**src/rtl/trigger_conditioner.sv**
```systemverilog
// Trigger conditioner: synchronises a raw trigger, detects the selected edge/level,
// and emits one delayed, width-controlled capture pulse with holdoff and event counters.
module trigger_conditioner #(
  parameter int DELAY_W   = 32,
  parameter int WIDTH_W   = 16,
  parameter int HOLDOFF_W = 32,
  parameter int CNT_W     = 16
) (
  input  logic                 clk,
  input  logic                 reset_i,
  input  logic                 trig_i,
  input  logic [1:0]           edge_sel_i,
  input  logic                 arm_i,
  input  logic                 disarm_i,
  input  logic                 oneshot_i,
  input  logic [DELAY_W-1:0]   delay_i,
  input  logic [WIDTH_W-1:0]   pulse_width_i,
  input  logic [HOLDOFF_W-1:0] holdoff_i,
  input  logic                 clr_cnt_i,
  output logic                 armed_o,
  output logic                 busy_o,
  output logic                 trig_o,
  output logic [CNT_W-1:0]     trig_count_o,
  output logic [CNT_W-1:0]     missed_count_o
);

  typedef enum logic [2:0] {
    IDLE    = 3'd0,
    ARMED   = 3'd1,
    DELAY   = 3'd2,
    PULSE   = 3'd3,
    HOLDOFF = 3'd4
  } state_t;

  state_t state, next_state;

  logic sync1, sync2, hist;
  logic evt, evt_q;
  logic accept, miss, busy_state;

  logic [DELAY_W-1:0]   dly_cnt;
  logic [WIDTH_W-1:0]   wid_cnt;
  logic [HOLDOFF_W-1:0] hold_cnt;
  logic                 hold_nz;
  logic                 oneshot_sh;

  // NOTE: sequential state uses non-blocking assignments so every flop samples
  // pre-edge values; blocking here would collapse the synchroniser chain.
  always_ff @(posedge clk or negedge reset_i) begin
    if (!reset_i) begin
      sync1 <= 1'b0;
      sync2 <= 1'b0;
      hist  <= 1'b0;
      evt_q <= 1'b0;
    end else begin
      sync1 <= trig_i;
      sync2 <= sync1;
      hist  <= sync2;
      evt_q <= evt;
    end
  end

  // NOTE: every signal written in always_comb gets a default first; a missing
  // branch would otherwise infer a latch.
  always_comb begin
    evt = 1'b0;
    case (edge_sel_i)
      2'b00:   evt = sync2 & ~hist;
      2'b01:   evt = ~sync2 & hist;
      2'b10:   evt = sync2 ^ hist;
      default: evt = sync2;
    endcase
  end

  assign busy_state = (state == DELAY) || (state == PULSE) || (state == HOLDOFF);
  assign miss       = evt_q && busy_state;

  always_comb begin
    next_state = state;
    accept     = 1'b0;
    case (state)
      IDLE: begin
        if (arm_i) next_state = ARMED;
      end
      ARMED: begin
        if (evt_q) begin
          accept     = 1'b1;
          next_state = (delay_i != '0) ? DELAY : PULSE;
        end
      end
      DELAY: begin
        if (dly_cnt == '0) next_state = PULSE;
      end
      PULSE: begin
        if (wid_cnt == '0) begin
          if (hold_nz)         next_state = HOLDOFF;
          else if (oneshot_sh) next_state = IDLE;
          else                 next_state = ARMED;
        end
      end
      HOLDOFF: begin
        if (hold_cnt == '0) next_state = oneshot_sh ? IDLE : ARMED;
      end
      default: next_state = IDLE;
    endcase
    // Disarm overrides everything, including a simultaneous arm or event.
    if (disarm_i) begin
      next_state = IDLE;
      accept     = 1'b0;
    end
  end

  // NOTE: shadow registers are ordinary flops, so they are reset along with the
  // rest of the state; nothing here is a memory that could skip reset.
  always_ff @(posedge clk or negedge reset_i) begin
    if (!reset_i) begin
      state      <= IDLE;
      dly_cnt    <= '0;
      wid_cnt    <= '0;
      hold_cnt   <= '0;
      hold_nz    <= 1'b0;
      oneshot_sh <= 1'b0;
    end else begin
      state <= next_state;
      if (accept) begin
        // Counters are loaded with N-1 so each phase lasts exactly N cycles.
        dly_cnt    <= delay_i - DELAY_W'(1);
        wid_cnt    <= (pulse_width_i == '0) ? '0 : pulse_width_i - WIDTH_W'(1);
        hold_cnt   <= holdoff_i - HOLDOFF_W'(1);
        hold_nz    <= (holdoff_i != '0);
        oneshot_sh <= oneshot_i;
      end else begin
        case (state)
          DELAY:   if (dly_cnt  != '0) dly_cnt  <= dly_cnt  - DELAY_W'(1);
          PULSE:   if (wid_cnt  != '0) wid_cnt  <= wid_cnt  - WIDTH_W'(1);
          HOLDOFF: if (hold_cnt != '0) hold_cnt <= hold_cnt - HOLDOFF_W'(1);
          default: ;
        endcase
      end
    end
  end

  // Outputs are registered from the state; disarm forces them low on the same edge.
  always_ff @(posedge clk or negedge reset_i) begin
    if (!reset_i) begin
      trig_o  <= 1'b0;
      armed_o <= 1'b0;
      busy_o  <= 1'b0;
    end else begin
      trig_o  <= (state == PULSE) && !disarm_i;
      armed_o <= (state == ARMED) && !disarm_i;
      busy_o  <= busy_state && !disarm_i;
    end
  end

  always_ff @(posedge clk or negedge reset_i) begin
    if (!reset_i) begin
      trig_count_o   <= '0;
      missed_count_o <= '0;
    end else if (clr_cnt_i) begin
      trig_count_o   <= '0;
      missed_count_o <= '0;
    end else begin
      if (accept && (trig_count_o != '1))  trig_count_o   <= trig_count_o + CNT_W'(1);
      if (miss && (missed_count_o != '1))  missed_count_o <= missed_count_o + CNT_W'(1);
    end
  end

endmodule

```
**config.mk**
```make
export PLATFORM = sky130hd
export DESIGN_NAME = trigger_conditioner
export DESIGN_NICKNAME = d
export VERILOG_FILES = /design/src/rtl/trigger_conditioner.sv
export SDC_FILE = /design/constraint.sdc
export NUM_CORES = 1
export LEC_CHECK = 0
export BUFFER_PORTS_ARGS = -buffer_cell sky130_fd_sc_hd__buf_2
export CAP_MARGIN = 20
export CORE_ASPECT_RATIO = 1.1
export CORE_MARGIN = 3
export CORE_UTILIZATION = 42
export CTS_BUF_LIST = sky130_fd_sc_hd__clkbuf_4 sky130_fd_sc_hd__clkbuf_8 sky130_fd_sc_hd__clkbuf_16
export DETAILED_ROUTE_END_ITERATION = 10
export PLACE_DENSITY_LB_ADDON = 0.2
export SYNTH_ARGS = -nofsm -noshare
export SYNTH_HDL_FRONTEND = slang
export SYNTH_SLANG_ARGS = --single-unit
```
**constraint.sdc**
```tcl
create_clock -name clk -period 4.2 [get_ports clk]
set_clock_uncertainty 0.15 [all_clocks]
set_input_delay 0.21 -clock clk [delete_from_list [all_inputs] [get_ports clk]]
set_output_delay 0.21 -clock clk [all_outputs]
set_load 0.02 [all_outputs]
```
# Yosys cells after proc, flatten, opt, wreduce, memory -nomap -nowiden
# Index checks and enable logic that the tools add are counted.
# classes
bitwise_logic	5
mux	28
eq_ne	13
n_addsub	8
n_reduce_logical	32
# ops
cell	n
$mux W32	6
$mux W16	8
$reduce_bool A32 Y1	4
$sub A32 B1 Y32 const B	4
$logic_not A32 Y1	2
$add A16 B1 Y16 const B	2
$logic_not A16 Y1	2
$ne A16 B16 Y1 const B	2
$sub A16 B1 Y16 const B	2
$mux W3	7
$reduce_bool A16 Y1	1
$reduce_bool A2 Y1	8
$pmux W3 S5	1
$ne A3 B2 Y1 const B	3
$eq A3 B2 Y1 const B	2
$logic_and A1 B1 Y1	6
$ne A3 B3 Y1 const B	2
$reduce_and A2 Y1	3
$mux W1	5
$reduce_and A5 Y1	1
$eq A3 B1 Y1 const B	1
$eq A3 B3 Y1 const B	1
$logic_not A3 Y1	1
$pmux W1 S3	1
8 further kinds	11
# word_totals
ff_bits	124
out_inout_bits	35
input_bits	89
elab_cells	101

# Longest topological paths before layout
# Gate-level depths: netlist of the first run.
# depth
word_depth	7
ltp_mapped	16

# Worst setup path after synthesis of the first run
# Ideal clock, no wire load.
# synth_timing
path_type	reg2reg
from	reg evt_q
to	reg dly_cnt[30]
arrival_time_ps	4367
setup_ps	141
path_slack_ps	-458
path_buffers	5
required_time_ps	3909
path_stages_with_launch	17
path_cell_list	dfrtp_1 nor2b_1 clkbuf_1 nand2_1 clkbuf_1 buf_1 buf_1 mux2i_1 ha_1 clkbuf_2 or4b_2 a2111oi_0 a31oi_1 a2111oi_4 nand3_1 xor2_1 mux2i_1
# synth_via
elab_chain_len	5
elab_cells_between_ends	7
classes_between	4 x mux; 3 x reduce/logical
# synth_lines
item	line	text
from (decl)	38	logic evt, evt_q;
from (signal assigned)	59	evt_q <= evt;
$mux W1 *	86	if (evt_q) begin
$mux W1 *	81	case (state)
$mux W1 *	107	if (disarm_i) begin
$reduce_bool A2 Y1 (no line)	--	
$reduce_and A2 Y1 (no line)	--	
to (signal assigned)	127	dly_cnt <= delay_i - DELAY_W'(1);
to (signal assigned)	134	DELAY: if (dly_cnt != '0) dly_cnt <= dly_cnt - DELAY_W'(1);
to (decl)	41	logic [DELAY_W-1:0] dly_cnt;
# Every way passes the cells marked *; elsewhere a longest branch is shown, timed or not.
# A chain may end at the register's enable or synchronous reset.

# Final worst setup path of the first run
# layout_timing
from	reg state[0]
to	reg dly_cnt[30]
# layout_via
elab_chain_len	5
elab_cells_between_ends	8
classes_between	2 x eq/ne; 3 x mux; 3 x reduce/logical
# layout_lines
item	line	text
from (decl)	35	state_t state, next_state;
from (signal assigned)	124	state <= next_state;
$eq A3 B1 Y1	81	
$mux W1	81	
$mux W1	107	
$reduce_bool A2 Y1 (no line)	--	
$reduce_and A2 Y1 (no line)	--	
# Parallel ways exist; a longest one is shown, timed or not.

==> results of run 1 <==
## worst min-delay path, cell delays in order
cell and delay, ps:
sky130_fd_sc_hd__buf_2 110, sky130_fd_sc_hd__xnor2_1 70, sky130_fd_sc_hd__o221ai_1 150
## flip-flops by register name (all words and copies together) (netlist names), 3 cells and up
name,count
hold_cnt,32
wid_cnt,16
missed_count_o,16
trig_count_o,16
state,3
dly_cnt,32
## per-layer routing
layer | part of all wire [%] | up-vias
met5 | 0.029 | -
met4 | 2.1 | 2
met3 | 4.8 | 40
met2 | 48 | 206
met1 | 45 | 3932
li1 | - | 3948
## power breakdown
part	switching, W	internal [W]	leakage, nW	total [W]
Combinational	0.000826	0.000684	2.34	0.00151
Sequential	0.000429	0.00158	1.55	0.00201
Clock	0.000578	0.00107	0.313	0.00165
## through the flow
stage | power [W] | util (%) | hold slack (ps) | std cells | area [um2]
4_1_cts | 0.00520 | 53.2 | 0.373 | 1425 | 10600
3_3_place_gp | 0.00346 | 47.6 | 170 | 1347 | 9490
6_report | 0.00517 | 53.2 | 23.0 | 1426 | 10600
5_1_grt | 0.00548 | 53.2 | 20.4 | 1425 | 10600
3_5_place_dp | 0.00349 | 47.6 | 170 | 1347 | 9490
2_1_floorplan | 0.00300 | - | -236 | 1000 | 8580
## repair_timing
item,4_1_cts,5_1_grt
resized for setup,0,0
hold buffers,46,0
hold endpoints to repair,146,0
setup buffers,0,0
## worst min-delay path by stage
stage | cells past startpoint | to | startpoint
global placement | 1 | sync1$_DFF_PN0_ | trig_i
floorplan | 0 | armed_o$_DFF_PN0_ | reset_i
finish | 3 | wid_cnt[2]$_DFFE_PN0P_ | pulse_width_i[2]
detailed placement | 1 | sync1$_DFF_PN0_ | trig_i
global route | 4 | dly_cnt[14]$_DFFE_PN0P_ | delay_i[14]
CTS | 4 | dly_cnt[9]$_DFFE_PN0P_ | delay_i[9]
## logic make-up (layout without fill, tap and decap cells)
family	Yosys count	after routing	synth area share, %
fa+ha+maj	8	8	1.17
simple gates	465	465	27.8
mux	29	29	3.58
flops	124	124	36.2
other cells	0	1	0
xor+xnor	143	143	14.6
compound gates	171	171	13.8
buf+inv	60	233	2.83
## cell usage in the layout, fill, tap and decap left out, types with 4 or more instances in the layout
master                          count
sky130_fd_sc_hd__dlygate4sd3_1     46
sky130_fd_sc_hd__or3_1             22
sky130_fd_sc_hd__a21oi_1           57
sky130_fd_sc_hd__nand2_1           79
sky130_fd_sc_hd__ha_1               8
sky130_fd_sc_hd__a31oi_1            8
sky130_fd_sc_hd__o211ai_1           8
sky130_fd_sc_hd__o31ai_1            9
sky130_fd_sc_hd__buf_2            122
sky130_fd_sc_hd__o311ai_0           5
sky130_fd_sc_hd__and3_1             8
sky130_fd_sc_hd__nor3b_1            4
sky130_fd_sc_hd__nand3_1           40
sky130_fd_sc_hd__o21ai_0           29
sky130_fd_sc_hd__a211oi_1           4
sky130_fd_sc_hd__inv_1             16
sky130_fd_sc_hd__nor2_1           142
sky130_fd_sc_hd__buf_4             14
sky130_fd_sc_hd__clkbuf_16         17
sky130_fd_sc_hd__and4_1             5
sky130_fd_sc_hd__o221ai_1           4
sky130_fd_sc_hd__o21a_1             6
sky130_fd_sc_hd__nand4b_1           5
sky130_fd_sc_hd__nor2b_1            4
sky130_fd_sc_hd__nand2b_1           6
sky130_fd_sc_hd__nand3b_1           4
sky130_fd_sc_hd__xor2_1            69
sky130_fd_sc_hd__xnor2_1           74
sky130_fd_sc_hd__nor3_1            55
sky130_fd_sc_hd__nand4_1           16
sky130_fd_sc_hd__bufinv_16          5
sky130_fd_sc_hd__mux2i_1           25
sky130_fd_sc_hd__nor4b_1            4
sky130_fd_sc_hd__nor4_1            26
sky130_fd_sc_hd__dfrtp_1          124
sky130_fd_sc_hd__or4_1             17
sky130_fd_sc_hd__and2_1             8
sky130_fd_sc_hd__o22ai_1            9
## area by class of cell
cell class	count	area, um2
fillers	1859	9320
multi-input cells	816	5250
flip-flops and latches	124	3100
repair buffers	185	1230
clock buffers	18	439
well taps	252	315
clock inverters	14	218
inverters	16	60.1
diodes	1	2.50
==> out/metrics.sh, run 1 <==
SYNTH.YOSYS.SEQ_AREA_SHARE_PCT=36.2
CRITICAL_PATH_DEPTH=11
LAYOUT-DRIVE-GT1-SHARE_PCT=17.1
WORST_R2R_STARTPOINT='state[0]$_DFFE_PN0P_'
REG_CLK_SLEW_REPORTED_PATHS_PS=60
CLOCK.FMAX_MHz=262
GRT_FIRST_PASS_WIRELENGTH_MM=39.1
CRITICAL_PATH.MAX_STAGE_DELAY_PS=620
VIAS=8128
SYNTH_AREA_LEADERS='sky130_fd_sc_hd__dfrtp_1, sky130_fd_sc_hd__xnor2_1, sky130_fd_sc_hd__xor2_1'
DETAILEDROUTE.FIRSTITERATIONVIOLATIONS=414
GR_UTIL_ALL_LAYERS_PCT=21.5
AREA_SHARE_OF_THE_LEADING_CELL_TYPE_IN_THE_SYNTHESIZED_NETLIST_PCT=36.2
YS.FLOP_TYPE='sky130_fd_sc_hd__dfrtp_1'
CAP_VIOL_MAX_COUNT=0
AVGROUTEDWIREPERCELL_UM=16.8
POST_SYNTH_MOST_FREQUENT_CELLS='sky130_fd_sc_hd__nor2_1, sky130_fd_sc_hd__dfrtp_1, sky130_fd_sc_hd__nand2_1'
GRT_SETUP_UNREPAIRED='no'
PLACE_WORST_SETUP_SLACK_PS=387
START_UTIL_PCT=43.0
FINAL_MAX_SLEW_VIOL_COUNT=0
SOURCE_TO_SINK_CLOCK_DELAY_AT_THE_LATER_PIN_OF_THE_WORST_SKEW_PAIR_PS=420
CP-START-KIND='flop'
CRITICAL_PATH.STARTPOINT='state[0]$_DFFE_PN0P_'
HOLD_VIOL=0
POSTROUTEWIRELENGTH_MM=23.9
HOLD_PATH.CLASS='in2reg'
UNIQUE_MASTERS_POST_SYNTH=76
REG2REGPATHDEPTH=11
SETUP.WORST_PATH.END='dly_cnt[30]$_DFFE_PN0P_'
DETAILED_ROUTING_ITERATIONS_PASS_1=5
TRITONCTS.NUM_BUFFERS=17
IO_PINS=124
MAX_SLEW_MARGIN_PCT=35.9
CRIT_TYPE='reg2reg'
TRITONCTS='built'
CRITICAL_PATH.TOP_DELAY_FAMILY='simple AND/OR/NAND/NOR gates'
PLACE_HPWL_MM=16.9
GLOBALROUTE.TOTALOVERFLOW=0
NUMBER_OF_H_TREE_LEVELS=4
MET3_USAGE_PCT=4.75
AREA_DELTA_SYNTH_FINAL_PCT=23.9
POWER_LEAKAGE_nW=4.20
SYN-CELL-AREA_UM2=8570
CP.REQUIRED_PS=4380
AVGSYNTHCELLAREA_UM2=8.57
GRT.BUSIEST_LAYER='met2'
POST-ROUTE-DRC-COUNT=0
MIN_PERIOD_PS=3810
R2R_SETUP_SLACK_PS=390
DIE_H_UM=156
CRITICAL_PATH.REG2REG.ENDPOINT='dly_cnt[30]$_DFFE_PN0P_'
PORT_BUFFERS=123
NUMCLOCKSINKS=124
POSTSYNTH.ASYNCRESETSHARE_PCT=100
SYN_NETS=1097
GRT_PASS1_VIAS=7863
USE_MET2_PCT=35.0
POWERDENSITY_nW_PER_UM2=487
PATH_MAX_FANOUT=9
FINALWEIGHTEDCONGESTION=0.868
CRIT_PATH_END_KIND='flop'
GRT_START_MAX_NET_PINS=102
DOMINANT_CELL_BY_COUNT_IN_THE_SYNTHESIZED_NETLIST='sky130_fd_sc_hd__nor2_1'
CRIT_BUF_INV=0
WORST_SLACK_PS=389
CLOCK-ROOT-BUFFER='sky130_fd_sc_hd__clkbuf_16'
SYNTH_ENABLE_FLOP_CELLS=0
GRT_ANTENNA_BEFORE_REPAIR=1
YS_FF_LATCH=124
FIN_NETS=1257
USE_MET1_PCT=28.3
TIGHTESTPINTRANSITION_PS=961
WORSTPATHCELLLIST='nor3b_2 > nand2_4 > mux2i_1 > ha_1 > or4b_2 > a2111oi_1 > a31oi_2 > a2111oi_4 > nand3_1 > xor2_1 > mux2i_1'
MOST_FREQUENT_CP_CELL='sky130_fd_sc_hd__mux2i_1'
CRITPATHARRIVALTIME_PS=4000
DETAIL-ROUTE-ANTENNA-NETS=0
YOSYS_WARNINGS=0
AVGVIACOUNTPERCELL=5.70
CLK_PATH_BUF_DEPTH=2
PEAKVDDDROP_mV=0.326
CORE.ROWCOUNT=54
TIMING.FINAL.SETUP_VIOLATIONS=0
POST_SYNTH_INST_COUNT=1000
DIE_X_UM=142
FLOORPLAN.CORE_AREA_UM2=19900
FIN_CRIT_SHARE_PCT=90.7
STATUS='complete, no violations'
CRIT_SLOWEST_CELL='sky130_fd_sc_hd__or4b_2'
POST-SYNTH-TOP-AREA-CELL='sky130_fd_sc_hd__dfrtp_1'
FLOORPLAN.DIE_AREA_UM2=22100
SETUP_TOTAL_NEGATIVE_SLACK_PS=0
Note: power is estimated with default switching activity, not from simulation.
==> inputs of run 2 (changes only) <==
--- a/config.mk
+++ b/config.mk
@@ -7,12 +7,15 @@
 export LEC_CHECK = 0
 export BUFFER_PORTS_ARGS = -buffer_cell sky130_fd_sc_hd__buf_2
 export CAP_MARGIN = 20
+export CELL_PAD_IN_SITES_DETAIL_PLACEMENT = 1
+export CELL_PAD_IN_SITES_GLOBAL_PLACEMENT = 1
 export CORE_ASPECT_RATIO = 1.1
 export CORE_MARGIN = 3
-export CORE_UTILIZATION = 42
+export CORE_UTILIZATION = 40
 export CTS_BUF_LIST = sky130_fd_sc_hd__clkbuf_4 sky130_fd_sc_hd__clkbuf_8 sky130_fd_sc_hd__clkbuf_16
 export DETAILED_ROUTE_END_ITERATION = 10
-export PLACE_DENSITY_LB_ADDON = 0.2
+export HOLD_SLACK_MARGIN = 0.06
+export PLACE_DENSITY_LB_ADDON = 0.25
 export SYNTH_ARGS = -nofsm -noshare
 export SYNTH_HDL_FRONTEND = slang
 export SYNTH_SLANG_ARGS = --single-unit
==> run 2 against run 1 <==
Net effect:
- die area up 4.8%
- routed wire length grew 14%
- utilization decreased by 0.99 points
- flip-flop and latch count unchanged
- register-to-register slack hardly changed
- global-route usage up 2.2 points
- critical endpoint is now dly_cnt[26]$_DFFE_PN0P_
- largest power group unchanged
- highest routed layer unchanged
==> out/metrics.sh, run 2 (same netlist as run 1, synthesis figures left out) <==
STATUS='complete, no violations'
PLACE_HPWL_MM=18.8  # +11%
POSTPLACECELLAREA_UM2=9550  # +0.57%
PATH_MAX_FANOUT=10  # +1
AVGROUTEDWIREPERCELL_UM=18.3  # +9.4%
R2R_SETUP_SLACK_PS=390  # about the same
POWER_LEAKAGE_nW=4.30  # +2.3%
CP-START-KIND='flop'
PORT_BUFFERS=123  # unchanged
GRT_ANTENNA_BEFORE_REPAIR=3  # +2
DETAILED_ROUTING_ITERATIONS_PASS_1=4  # -1
FINAL_CELL_MIX='sky130_fd_sc_hd__nor2_1, sky130_fd_sc_hd__dfrtp_1, sky130_fd_sc_hd__buf_2'
NUMCLOCKSINKS=124  # unchanged
GRT_PASS1_VIAS=8991  # +14%
FINAL_CORE_UTIL_PCT=52.2  # -0.99 points
POST_CTS.REPAIR.SETUP_BUFFERS=0  # unchanged
LAYOUT.CELLS.NON_FILLER=1489  # +4.4%
CRITICAL_PATH.MAX_STAGE_DELAY_PS=580  # -40 ps
IO_PINS=124  # unchanged
CRIT_SLOWEST_CELL='sky130_fd_sc_hd__or4b_2'
VIAS=8365  # +2.9%
FINALWEIGHTEDCONGESTION=0.804  # -7.4%
GRT_START_MAX_NET_PINS=75  # -26%
TRITONCTS='built'
DETAILEDROUTE.FIRSTITERATIONVIOLATIONS=364  # -12%
REG_CLK_SLEW_REPORTED_PATHS_PS=70  # about the same
HOLD_VIOL=0  # unchanged
CRIT_TYPE='reg2reg'
DESIGN_AREA_UM2=10900  # +2.3%
CRIT_BUF_INV=1  # +1
LAYOUT_TOP_REGISTERS='dly_cnt: 32 flops, hold_cnt: 32 flops'
CRITICAL_PATH.TOP_DELAY_FAMILY='compound AO/OA/AOI/OAI gates'
POST-ROUTE-DRC-COUNT=0  # unchanged
MIN_PERIOD_PS=3810  # -1.08 ps
DIE_H_UM=159  # +2.4%
AREA_DELTA_SYNTH_FINAL_PCT=26.7
CRIT_PATH_END_KIND='flop'
FILL_CELLS=2504  # +35%
GRT_SETUP_UNREPAIRED='no'
CP.REQUIRED_PS=4390  # about the same
PEAKVDDDROP_mV=0.330  # +1.4%
AREA.SEQUENTIAL_UM2=3100  # unchanged
TIGHTESTPINTRANSITION_PS=980  # +19.1 ps
MAX_SLEW_MARGIN_PCT=34.7  # -1.3 points
POST-PLACE-CELLS=1385  # +2.8%
FIN_NETS=1287  # +2.4%
FINAL_MAX_SLEW_VIOL_COUNT=0  # unchanged
FIN_CRIT_SHARE_PCT=90.7  # about the same
START_UTIL_PCT=41.2  # -1.8 points
NUMBER_OF_H_TREE_LEVELS=4  # unchanged
MULTI_INPUT_AREA_UM2=5250  # unchanged
GRT_FIRST_PASS_WIRELENGTH_MM=46.2  # +18%
SETUP_TOTAL_NEGATIVE_SLACK_PS=0  # unchanged
CLK_PATH_BUF_DEPTH=2  # unchanged
GR_UTIL_ALL_LAYERS_PCT=23.8  # +2.2 points
AVGVIACOUNTPERCELL=5.62  # -1.4%
CLOCK-ROOT-BUFFER='sky130_fd_sc_hd__clkbuf_16'
POSTROUTEWIRELENGTH_MM=27.3  # +14%
WORSTPATHCELLLIST='nor3b_2 > nand2_4 > mux2i_1 > ha_1 > buf_4 > or4b_2 > a2111oi_1 > a31oi_2 > a2111oi_4 > nand2_1 > xor2_1 > a21oi_1'
CRITPATHARRIVALTIME_PS=4000  # about the same
MOSTFREQUENTLAYOUTCELL='sky130_fd_sc_hd__nor2_1'
HOLD_PATH.CLASS='in2reg'
SOURCE_TO_SINK_CLOCK_DELAY_AT_THE_LATER_PIN_OF_THE_WORST_SKEW_PAIR_PS=420  # about the same
CLOCK.FMAX_MHz=262  # about the same
GLOBALROUTE.TOTALOVERFLOW=0  # unchanged
DETAIL-ROUTE-ANTENNA-NETS=0  # unchanged
TIMING.FINAL.SETUP_VIOLATIONS=0  # unchanged
CORE.ROWCOUNT=55  # +1.9%
TRITONCTS.NUM_BUFFERS=17  # unchanged
FLOORPLAN.CORE_AREA_UM2=20800  # +4.3%
LAYOUT-DRIVE-GT1-SHARE_PCT=17.1  # about the same
CAP_VIOL_MAX_COUNT=0  # unchanged
FLOORPLAN.DIE_AREA_UM2=23200  # +4.8%
TIMING.HOLD.WS_PS=57.9  # +34.9 ps
DIE_X_UM=146  # +2.4%
POWERDENSITY_nW_PER_UM2=472  # -3.1%
==> run 2: path summary, 6_finish.rpt <==
path / start / endpoint / cells after the start
worst max-delay path: state[2]$_DFFE_PN0P_ / dly_cnt[26]$_DFFE_PN0P_ / 12
worst min-delay path: holdoff_i[6] / hold_cnt[6]$_DFFE_PN0P_ / 4
worst max register to register: state[2]$_DFFE_PN0P_ / dly_cnt[26]$_DFFE_PN0P_ / 12
worst min register to register: sync1$_DFF_PN0_ / sync2$_DFF_PN0_ / 0
max in group asynchronous: reset_i / missed_count_o[8]$_DFFE_PN0P_ / 3
min in group asynchronous: reset_i / dly_cnt[29]$_DFFE_PN0P_ / 2
==> run 2: cell type report <==
cell class                      count  area share [%]
Sequential cell                   124            28.6
Timing Repair Buffer              215            13.7
Inverter                           16           0.553
Clock inverter                     15            1.60
Antenna cell                        1          0.0230
Multi-Input combinational cell    816            48.3
Clock buffer                       17            3.92
Tap cell                          285            3.28
==> run 2: metal layers <==
layer | part of all wire, % | GRT usage [%] | wire length [um]
met3 | 4.7 | 4.75 | 1290
met4 | 1.6 | 6.22 | 443
met1 | 45 | 30.8 | 12200
met5 | 0.088 | 0 | 24
met2 | 49 | 40.7 | 13400
==> run 2: power by group <==
group / internal [W] / total [W] / switching [W]
sequential: 0.00158 / 0.00203 / 0.000445
combinational: 0.000712 / 0.00158 / 0.000867
clock: 0.000894 / 0.00152 / 0.000627
==> run 2: worst reg2reg max path: cells and delay by family, from the launching register on <==
family | cells | cell delay, ps
compound gates | 4 | 1330
simple gates | 4 | 1110
flops | 1 | 480
mux | 1 | 170
xor+xnor | 1 | 170
fa+ha+maj | 1 | 160
buf+inv | 1 | 150
==> run 2: timing repair <==
action,CTS,global route
setup endpoints to repair,0,0
hold buffers,71,0
hold endpoints to repair,142,0
resized for setup,0,0
==> run 2: per-stage QoR <==
step	total power, W	worst slack (ps)
2_1_floorplan	0.00300	56.8
3_3_place_gp	0.00348	519
3_5_place_dp	0.00353	417
4_1_cts	0.00515	390
5_1_grt	0.00547	12.8
6_report	0.00513	390
==> inputs of run 3 (changes only) <==
==> constraint.sdc (replaced) <==
create_clock -name clk -period 4.2 [get_ports clk]
set_clock_uncertainty 0.15 [all_clocks]
set_input_delay 0.63 -clock clk [delete_from_list [all_inputs] [get_ports clk]]
set_output_delay 0.63 -clock clk [all_outputs]
set_load 0.02 [all_outputs]
==> run 3 against run 2 <==
Net effect:
- critical path type unchanged
- total power decreased by 2.5%
- critical path depth decreased by 1
- sequential share of layout area increased by 2.0 points
- clock power decreased by 4%
- largest power group unchanged
- fmax increased by 6.1%
==> out/metrics.sh, run 3 (same netlist as run 1, synthesis figures left out) <==
TIGHTESTPINTRANSITION_PS=901  # -78.9 ps
GRT_PASS1_VIAS=8441  # -6.1%
GLOBALROUTE.TOTALOVERFLOW=0  # unchanged
NETSWITCHINGFRACTION_PCT=38.4  # +0.59 points
MAX_SLEW_MARGIN_PCT=39.9  # +5.3 points
CLOCK-ROOT-BUFFER='sky130_fd_sc_hd__clkbuf_16'
FINALWEIGHTEDCONGESTION=0.800  # -0.45%
LAYOUT_TOP_REGISTERS='dly_cnt: 32 flops, hold_cnt: 32 flops'
CP-START-KIND='flop'
CLOCK.FMAX_MHz=278  # +6.1%
FILL_CELLS=2515  # +0.44%
CRITICAL_PATH.MAX_STAGE_DELAY_PS=600  # +20 ps
POSTROUTEWIRELENGTH_MM=26.1  # -4.4%
CRIT_TYPE='reg2reg'
SETUP_TOTAL_NEGATIVE_SLACK_PS=0  # unchanged
TIMING.HOLD.WS_PS=115  # +56.6 ps
CP.REQUIRED_PS=4330  # -60 ps
TRITONCTS='built'
GRT_FIRST_PASS_WIRELENGTH_MM=43.8  # -5.1%
LAYOUT-DRIVE-GT1-SHARE_PCT=18.4  # +1.2 points
FLOORPLAN.CORE_AREA_UM2=20800  # unchanged
CRITPATHARRIVALTIME_PS=3730  # -270 ps
FINAL_CELL_MIX='sky130_fd_sc_hd__nor2_1, sky130_fd_sc_hd__dfrtp_1, sky130_fd_sc_hd__buf_2'
PEAKVDDDROP_mV=0.273  # -17%
DETAIL-ROUTE-ANTENNA-NETS=0  # unchanged
TRITONCTS.NUM_BUFFERS=17  # unchanged
POWER.COMBINATIONAL.FRACTION_PCT=30.2  # -0.6 points
GRT_START_MAX_NET_PINS=89  # +19%
DIE_X_UM=146  # unchanged
CTS.HOLD.BUFFERS_ADDED=0  # -100%
CORE.ROWCOUNT=55  # unchanged
STATUS='complete, no violations'
IO_PINS=124  # unchanged
AVGROUTEDWIREPERCELL_UM=18.4  # +0.29%
FIN_CRIT_SHARE_PCT=85.5  # -5.2 points
FINAL_MAX_SLEW_VIOL_COUNT=0  # unchanged
CRIT_BUF_INV=0  # -1
AREA_DELTA_SYNTH_FINAL_PCT=18.5
CRIT_SLOWEST_CELL='sky130_fd_sc_hd__or4b_2'
DETAILEDROUTE.FIRSTITERATIONVIOLATIONS=365  # +0.27%
PATH_MAX_FANOUT=10  # unchanged
POWER_LEAKAGE_nW=4.00  # -6.9%
MOST_FREQUENT_CP_CELL='sky130_fd_sc_hd__mux2i_1'
CRITICAL_PATH.TOP_DELAY_FAMILY='simple AND/OR/NAND/NOR gates'
GRT_ANTENNA_BEFORE_REPAIR=4  # +1
VIAS=8036  # -3.9%
CELLINTERNALPOWER_W=0.00308  # -3.5%
POWERDENSITY_nW_PER_UM2=492  # +4.3%
AVGVIACOUNTPERCELL=5.66  # +0.81%
POST_CTS.REPAIR.SETUP_BUFFERS=0  # unchanged
POWER.NET_SWITCHING_W=0.00192  # -1.0%
DIE_H_UM=159  # unchanged
TIMING.FINAL.SETUP_VIOLATIONS=0  # unchanged
GR_UTIL_ALL_LAYERS_PCT=22.6  # -1.2 points
POWER_FRAC_SEQ_PCT=40.5  # +1.0 points
HOLD_PATH.CLASS='in2async'
HOLD_VIOL=0  # unchanged
CRIT_PATH_END_KIND='flop'
PLACE_HPWL_MM=19.0  # +1.2%
START_UTIL_PCT=41.2  # unchanged
POST-ROUTE-DRC-COUNT=0  # unchanged
NUMBER_OF_H_TREE_LEVELS=4  # unchanged
CAP_VIOL_MAX_COUNT=0  # unchanged
MOSTFREQUENTLAYOUTCELL='sky130_fd_sc_hd__nor2_1'
CLK_PATH_BUF_DEPTH=2  # unchanged
SOURCE_TO_SINK_CLOCK_DELAY_AT_THE_LATER_PIN_OF_THE_WORST_SKEW_PAIR_PS=420  # about the same
R2R_SETUP_SLACK_PS=610  # +220 ps
NUMCLOCKSINKS=124  # unchanged
FLOORPLAN.DIE_AREA_UM2=23200  # unchanged
CLK_NETWORK_PWR_SHARE_PCT=29.2  # -0.5 points
FIN_NETS=1217  # -5.4%
POST_CTS_RESIZE_COUNT=0  # unchanged
MIN_PERIOD_PS=3590  # -218 ps
REG_CLK_SLEW_REPORTED_PATHS_PS=60  # about the same
GRT_SETUP_UNREPAIRED='no'
DETAILED_ROUTING_ITERATIONS_PASS_1=4  # unchanged
WORSTPATHCELLLIST='nor3b_2 > nand2_4 > mux2i_1 > ha_1 > or4b_2 > a2111oi_2 > a31oi_2 > a2111oi_4 > nand3_1 > xor2_1 > mux2i_1'
PORT_BUFFERS=123  # unchanged
run 3: path summary, 6_finish.rpt:
check                      cells past startpoint                      end            startpoint
max                                           11  dly_cnt[30]$_DFFE_PN0P_  state[2]$_DFFE_PN0P_
min                                            1  dly_cnt[28]$_DFFE_PN0P_               reset_i
max reg2reg                                   11  dly_cnt[30]$_DFFE_PN0P_  state[2]$_DFFE_PN0P_
min reg2reg                                    0          sync2$_DFF_PN0_       sync1$_DFF_PN0_
max in group asynchronous                      2  wid_cnt[12]$_DFFE_PN0P_               reset_i
min in group clk                               1          sync1$_DFF_PN0_                trig_i
run 3: power by group through the flow:
stage / Clock, W / Sequential, W / Combinational (W)
4_1_cts: 0.00149 / 0.00202 / 0.00152
6_report: 0.00146 / 0.00202 / 0.00151
3_5_place_dp: 0 / 0.00202 / 0.00151
5_1_grt: 0.00155 / 0.00208 / 0.00170
3_3_place_gp: 0 / 0.00202 / 0.00146
2_1_floorplan: 0 / 0.00190 / 0.00110
run 3: area by class of cell:
class	count	area [um2]	area share (%)
antenna	1	2.50	0.0247
clock buffer	17	425	4.19
clock inverter	15	154	1.52
inverter	16	60.1	0.592
multi-input combinational	816	5250	51.7
sequential	124	3100	30.6
tap	285	357	3.51
timing repair buffer	145	797	7.85
run 3: metal layers:
| metal | routed length (um) | track usage, % | vias to the layer above |
|---|---|---|---|
| li1 | - | - | 3847 |
| met1 | 12000 | 30.1 | 3998 |
| met2 | 12600 | 38.1 | 156 |
| met3 | 1160 | 4.55 | 29 |
| met4 | 330 | 5.35 | 6 |
| met5 | 45 | 0 | - |
run 3: per-stage QoR:
| step | utilization, % | area [um2] | worst slack, ps | cells | power [W] |
|---|---|---|---|---|---|
| floorplan | - | 8590 | 5.47 | 1000 | 0.00300 |
| global route | 48.8 | 10100 | 269 | 1419 | 0.00534 |
| CTS | 48.8 | 10100 | 590 | 1417 | 0.00502 |
| finish | 48.8 | 10100 | 608 | 1419 | 0.00500 |
| global placement | 46.0 | 9560 | 478 | 1385 | 0.00347 |
| detailed placement | 46.0 | 9560 | 316 | 1385 | 0.00354 |
